### src/rtl/mul_div_unit.sv
// mul_div_unit: iterative multiply/divide unit with architectural HI/LO
// registers. Multiplies by shift-add and divides by restoring shift-subtract,
// one bit per clock, on operand magnitudes. A final FIX cycle applies the
// sign correction and commits the result to HI/LO.
module mul_div_unit #(
   parameter int DATA_WIDTH = 32
) (
   input  logic                  clk,
   input  logic                  reset,
   input  logic                  start_i,
   input  logic [2:0]            op_i,
   input  logic [DATA_WIDTH-1:0] a_i,
   input  logic [DATA_WIDTH-1:0] b_i,
   input  logic                  flush_i,
   output logic                  busy_o,
   output logic                  done_o,
   output logic                  div_by_zero_o,
   output logic [DATA_WIDTH-1:0] hi_o,
   output logic [DATA_WIDTH-1:0] lo_o
);

   localparam int W     = DATA_WIDTH;
   localparam int CNT_W = $clog2(W + 1);
   localparam logic [CNT_W-1:0] LAST_ITER = CNT_W'(W - 1);

   localparam logic [2:0] OP_MULT  = 3'b000;
   localparam logic [2:0] OP_MULTU = 3'b001;
   localparam logic [2:0] OP_DIV   = 3'b010;
   localparam logic [2:0] OP_DIVU  = 3'b011;
   localparam logic [2:0] OP_MTHI  = 3'b100;
   localparam logic [2:0] OP_MTLO  = 3'b101;

   typedef enum logic [1:0] {
      IDLE = 2'd0,
      MUL  = 2'd1,
      DIV  = 2'd2,
      FIX  = 2'd3
   } state_t;

   state_t             state_q, state_d;
   logic [W-1:0]       hi_q, hi_d;
   logic [W-1:0]       lo_q, lo_d;
   logic [2*W-1:0]     acc_q, acc_d;
   logic [2*W-1:0]     mcand_q, mcand_d;
   logic [W-1:0]       mplier_q, mplier_d;
   logic [CNT_W-1:0]   cnt_q, cnt_d;
   logic               negRes_q, negRes_d;
   logic               negRem_q, negRem_d;
   logic               isDiv_q, isDiv_d;
   logic               dbzPend_q, dbzPend_d;
   logic               busy_q, busy_d;
   logic               done_q, done_d;
   logic               dbz_q, dbz_d;

   logic               isSigned;
   logic               aNeg, bNeg;
   logic [W-1:0]       aMag, bMag;
   logic [2*W-1:0]     mulSum;
   logic [W:0]         divRemShift;
   logic [W:0]         divDiff;
   logic [2*W-1:0]     product;
   logic [W-1:0]       quot, rem;

   // Operand magnitudes and sign flags for the op being issued; bit 0 of the
   // opcode distinguishes the unsigned variants. The most-negative value maps
   // to itself, which is its correct unsigned magnitude.
   always_comb begin
      isSigned = ~op_i[0];
      aNeg     = isSigned & a_i[W-1];
      bNeg     = isSigned & b_i[W-1];
      aMag     = aNeg ? -a_i : a_i;
      bMag     = bNeg ? -b_i : b_i;
   end

   // Datapath for one iteration and for the final sign correction.
   always_comb begin
      mulSum      = acc_q + (mplier_q[0] ? mcand_q : '0);
      divRemShift = acc_q[2*W-1:W-1];
      divDiff     = divRemShift - {1'b0, mcand_q[W-1:0]};
      product     = negRes_q ? -acc_q : acc_q;
      quot        = negRes_q ? -acc_q[W-1:0] : acc_q[W-1:0];
      rem         = negRem_q ? -acc_q[2*W-1:W] : acc_q[2*W-1:W];
   end

   // Next-state logic: issue in IDLE, iterate in MUL/DIV, commit in FIX.
   // A flush drops any busy state straight back to IDLE and beats the commit.
   always_comb begin
      state_d   = state_q;
      hi_d      = hi_q;
      lo_d      = lo_q;
      acc_d     = acc_q;
      mcand_d   = mcand_q;
      mplier_d  = mplier_q;
      cnt_d     = cnt_q;
      negRes_d  = negRes_q;
      negRem_d  = negRem_q;
      isDiv_d   = isDiv_q;
      dbzPend_d = dbzPend_q;
      done_d    = 1'b0;
      dbz_d     = 1'b0;
      unique case (state_q)
         IDLE: begin
            if (start_i && !flush_i) begin
               unique case (op_i)
                  OP_MULT, OP_MULTU: begin
                     mcand_d   = {{W{1'b0}}, aMag};
                     mplier_d  = bMag;
                     acc_d     = '0;
                     cnt_d     = '0;
                     negRes_d  = aNeg ^ bNeg;
                     isDiv_d   = 1'b0;
                     dbzPend_d = 1'b0;
                     state_d   = MUL;
                  end
                  OP_DIV, OP_DIVU: begin
                     mcand_d   = {{W{1'b0}}, bMag};
                     acc_d     = {{W{1'b0}}, aMag};
                     cnt_d     = '0;
                     negRes_d  = aNeg ^ bNeg;
                     negRem_d  = aNeg;
                     isDiv_d   = 1'b1;
                     dbzPend_d = (b_i == '0);
                     state_d   = (b_i == '0) ? FIX : DIV;
                  end
                  OP_MTHI: hi_d = a_i;
                  OP_MTLO: lo_d = a_i;
                  default: ;
               endcase
            end
         end
         MUL: begin
            if (flush_i) begin
               state_d = IDLE;
            end else begin
               acc_d    = mulSum;
               mcand_d  = mcand_q << 1;
               mplier_d = mplier_q >> 1;
               cnt_d    = cnt_q + CNT_W'(1);
               if (cnt_q == LAST_ITER) state_d = FIX;
            end
         end
         DIV: begin
            if (flush_i) begin
               state_d = IDLE;
            end else begin
               if (!divDiff[W]) acc_d = {divDiff[W-1:0], acc_q[W-2:0], 1'b1};
               else             acc_d = {divRemShift[W-1:0], acc_q[W-2:0], 1'b0};
               cnt_d = cnt_q + CNT_W'(1);
               if (cnt_q == LAST_ITER) state_d = FIX;
            end
         end
         FIX: begin
            state_d = IDLE;
            if (!flush_i) begin
               done_d = 1'b1;
               if (dbzPend_q) begin
                  dbz_d = 1'b1;
               end else if (isDiv_q) begin
                  lo_d = quot;
                  hi_d = rem;
               end else begin
                  hi_d = product[2*W-1:W];
                  lo_d = product[W-1:0];
               end
            end
         end
         default: state_d = IDLE;
      endcase
      busy_d = (state_d != IDLE);
   end

   // State and datapath registers; reset clears everything mid-operation too.
   always_ff @(posedge clk or negedge reset) begin
      if (!reset) begin
         state_q   <= IDLE;
         hi_q      <= '0;
         lo_q      <= '0;
         acc_q     <= '0;
         mcand_q   <= '0;
         mplier_q  <= '0;
         cnt_q     <= '0;
         negRes_q  <= 1'b0;
         negRem_q  <= 1'b0;
         isDiv_q   <= 1'b0;
         dbzPend_q <= 1'b0;
         busy_q    <= 1'b0;
         done_q    <= 1'b0;
         dbz_q     <= 1'b0;
      end else begin
         state_q   <= state_d;
         hi_q      <= hi_d;
         lo_q      <= lo_d;
         acc_q     <= acc_d;
         mcand_q   <= mcand_d;
         mplier_q  <= mplier_d;
         cnt_q     <= cnt_d;
         negRes_q  <= negRes_d;
         negRem_q  <= negRem_d;
         isDiv_q   <= isDiv_d;
         dbzPend_q <= dbzPend_d;
         busy_q    <= busy_d;
         done_q    <= done_d;
         dbz_q     <= dbz_d;
      end
   end

   assign busy_o        = busy_q;
   assign done_o        = done_q;
   assign div_by_zero_o = dbz_q;
   assign hi_o          = hi_q;
   assign lo_o          = lo_q;

endmodule

### config.mk
export PLATFORM = sky130hd
export DESIGN_NAME = mul_div_unit
export DESIGN_NICKNAME = d
export VERILOG_FILES = /design/src/rtl/mul_div_unit.sv
export SDC_FILE = /design/constraint.sdc
export NUM_CORES = 1
export LEC_CHECK = 0
export BUFFER_PORTS_ARGS = -buffer_cell sky130_fd_sc_hd__clkbuf_2
export CORE_MARGIN = 2
export CORE_UTILIZATION = 30
export CTS_BUF_LIST = sky130_fd_sc_hd__clkbuf_8
export CTS_CLUSTER_DIAMETER = 200
export CTS_CLUSTER_SIZE = 12
export DETAILED_ROUTE_END_ITERATION = 7
export SYNTH_ARGS = -nofsm -noshare
export SYNTH_HDL_FRONTEND = slang
export SYNTH_SLANG_ARGS = --single-unit
### constraint.sdc
create_clock -name clk -period 3.75 [get_ports clk]
set_input_delay 1.125 -clock clk [delete_from_list [all_inputs] [get_ports clk]]
set_output_delay 1.125 -clock clk [all_outputs]
set_load 0.01 [all_outputs]
==> results.toml <==
[synth]
yosysUniqueCellTypes = 91
synth_area_per_cell_um2 = 7.786
async_reset_ff_share_pct = 100.0
syn_area_um2 = 20270
ys_seq_elements = 239
synth_enable_flop_cells = 0
postSynthCellCount = 2603
syn-num-nets = 2780
ys_warn_count = 0
synth_ff_type = "dfrtp_1"
ys_seq_area_share_pct = 29.51

[grt]
grt_pass1_wl_um = 115800
grt-ovfl-total = 0
antenna_found_initial = 11
grt_pass1_vias = 18700
grt_max_degree = 79
globalRouteTotalUtil_pct = 21.36

[power]
power_frac_comb_pct = 60.1
switching_power_mw = 7.008
swShare_pct = 49.15
irDropWorstVdd_mv = 0.4662
p_int_mw = 7.250
fin_total_pwr_mw = 14.26
pwr-share-seq_pct = 29.3
clkPwrFrac_pct = 10.6
power_density_nw_per_um2 = 603.2
p_leak_nw = 10.99

[job]
maxCapViolations = 0

[worst_setup_path]
critPathKind = "flip-flop to flip-flop"
start_kind = "flip-flop"
worst_ep_arrival_time_ps = 4090
critPathRequiredTime_ps = 4220
critPathCaptureType = "flip-flop"
crit_fanout = 8
reg2reg_to = "acc_q[40]"
worst-r2r-cell-count = 16
reg2reg_setup_slack_ps = 130
r2r_start = "acc_q[31]"

[routing]
wl_per_cell_um = 20.67
first_iter_violations = 2037
viasPerCell = 5.480
num_vias = 20330
firstDrtPassIters = 6
final_antenna_net_count = 0
drc = 0
wl_um = 76700

[worst_hold_path]
hold_path.class = "input pin to async pin"

[floorplanning]
floorplan.initialDensity_pct = 30.23
core_area_um2 = 67040
io_pins = 138
die-area_um2 = 69650
die_w_um = 263.9
die-height_um = 263.9
rows = 95

[timing]
finalHoldViolCount = 0
clock-skew-final_ps = 25.15
final.period_utilization_pct = 96.50
relSlewSlack_pct = 22.25
worst_slew_pin_slew_ps = 1166
fmax_mhz = 276.3
rsz0062_at_grt = "yes"
slew_violations = 0
finalSetupTns_ps = 0
setup_viol = 0
min_period_ps = 3619

[final_layout]
drive_gt1_share_pct = 16.30
fin_cells = 3710
n_fill_cell = 7092
post-route-util_pct = 35.26
fin_nets = 3012
syn_to_final_growth_pct = 16.64

[placed_design]
portBuffers = 137
hpwl_um = 60870
dp.cells = 3678
place_congestion = 0.9613

[cts]
clk_path_buf_depth = 3
clkLatencyLatePin_ps = 640
cts_buffers = 23
cts.sinks = 239
cts_root_buf = "clkbuf_8"
cts-htree-levels = 1
cts_tree = "done"
clk_pin_slew_ps = 110

[run_status]
status = "finished, final reports clean"
-- layer usage --
metal | vias to the layer above | wire length, µm | global-route usage [%]
li1 | 9811 | - | -
met1 | 9585 | 34240 | 30.20
met4 | 16 | 4243 | 10.84
met5 | - | 97 | 0
met3 | 163 | 5725 | 2.992
met2 | 757 | 32390 | 31.64
-- critical path, stage by stage, from the launching register on --
cell      delay [ps]
dfrtp_1          390
inv_2            100
ha_2             200
inv_1             50
fa_2             340
a211oi_2         280
o211ai_1         190
and4_1           210
a211oi_2         190
buf_4            180
a211oi_4          70
mux2i_2          180
nor2_4           280
buf_6            150
mux2_2           320
a22oi_1          180
o21ai_0          140
-- flip-flops by register name, indices dropped and copies added (netlist names), 2 cells and up --
signal,cells
hi_o,32
acc_q,64
mplier_q,32
cnt_q,6
mcand_q,64
lo_o,32
state_q,2
-- cell families (layout without fill, tap and decap cells) --
family          after synthesis  after routing  synth area share [%]
simple gates                929            929                 21.31
compound gates              841            841                 26.63
flops                       239            239                 29.51
buf+inv                     234            466                 4.501
xor+xnor                    200            200                 8.644
fa+ha+maj                   106            106                 6.619
mux                          54             54                 2.778
other cells                   0              2                     0
-- per-stage QoR --
| step | instance area, µm² | setup slack [ps] | hold slack, ps |
|---|---|---|---|
| floorplan | 20270 | 291.3 | 439.1 |
| global placement | 23200 | -87.56 | 458.8 |
| detailed placement | 23200 | -113.6 | 464.9 |
| CTS | 23530 | 23.88 | 457.0 |
| global route | 23640 | -22.12 | 466.6 |
| finish | 23640 | 131.3 | 441.1 |
-- worst max path at each step --
stage | depth (start not counted) | from | slack [ps] | end
after detailed placement | 11 | b_i[5] | -110 | mcand_q[30]
after floorplan | 15 | mplier_q[0] | 290 | acc_q[58]
after CTS | 14 | mplier_q[0] | 20 | acc_q[48]
after global routing | 15 | mplier_q[0] | -20 | acc_q[46]
after global placement | 9 | b_i[15] | -90 | mcand_q[27]
final | 16 | acc_q[31] | 130 | acc_q[40]
-- synth_stat cells, types with 19 or more instances --
| library cell | count | area [µm²] |
|---|---|---|
| a21o_1 | 87 | 653.1 |
| clkbuf_1 | 147 | 551.8 |
| o31ai_1 | 35 | 262.8 |
| inv_1 | 72 | 270.3 |
| nand3_1 | 68 | 340.3 |
| o21bai_1 | 24 | 180.2 |
| o21ai_0 | 224 | 1121 |
| nand4_1 | 27 | 168.9 |
| xnor2_1 | 99 | 867.1 |
| a31oi_1 | 23 | 143.9 |
| xor2_1 | 101 | 884.6 |
| nor2_1 | 228 | 855.8 |
| a21oi_1 | 201 | 1006 |
| nor4_1 | 19 | 118.9 |
| a211oi_1 | 91 | 683.2 |
| mux2i_1 | 44 | 440.4 |
| nand2_1 | 355 | 1333 |
| nor3_1 | 37 | 185.2 |
| and2_1 | 72 | 450.4 |
| ha_1 | 104 | 1301 |
| dfrtp_1 | 239 | 5981 |
-- what timing repair did --
action	4_1_cts	5_1_grt
buffers inserted	0	5
gates resized for setup	0	26
endpoints found under the setup margin	0	25
hold buffers	0	0
-- area by class of cell --
class,count,area [µm²],share of cell area (%)
multi-input cells,2130,13480,57.04
flip-flops and latches,239,5982,25.31
repair buffers,367,2471,10.45
well taps,873,1092,4.621
clock buffers,23,316.6,1.339
inverters,74,277.8,1.175
clock inverters,2,11.26,0.04764
diodes,2,5.005,0.02117
-- placed cells by master (no fill, tap or decap), types with 37 or more instances in the layout --
cell type  instances
and2_1            72
a211oi_1          90
o21ai_0          220
inv_1             71
nand3_1           68
nand2_1          352
dfrtp_1          238
nor2_1           227
a21oi_1          198
nor3_1            37
xnor2_1           99
xor2_1           101
ha_1              98
mux2i_1           44
a21o_1            87
clkbuf_2         136
buf_4            224
-- power groups by stage --
| stage | Clock, mW | Sequential (mW) | Combinational, mW |
|---|---|---|---|
| floorplan | 0 | 4.17 | 5.14 |
| global placement | 0 | 4.18 | 8.39 |
| detailed placement | 0 | 4.19 | 8.44 |
| CTS | 1.57 | 4.15 | 8.46 |
| global route | 1.65 | 4.27 | 9.38 |
| finish | 1.52 | 4.17 | 8.57 |
Power figures use the tool's default switching activity.
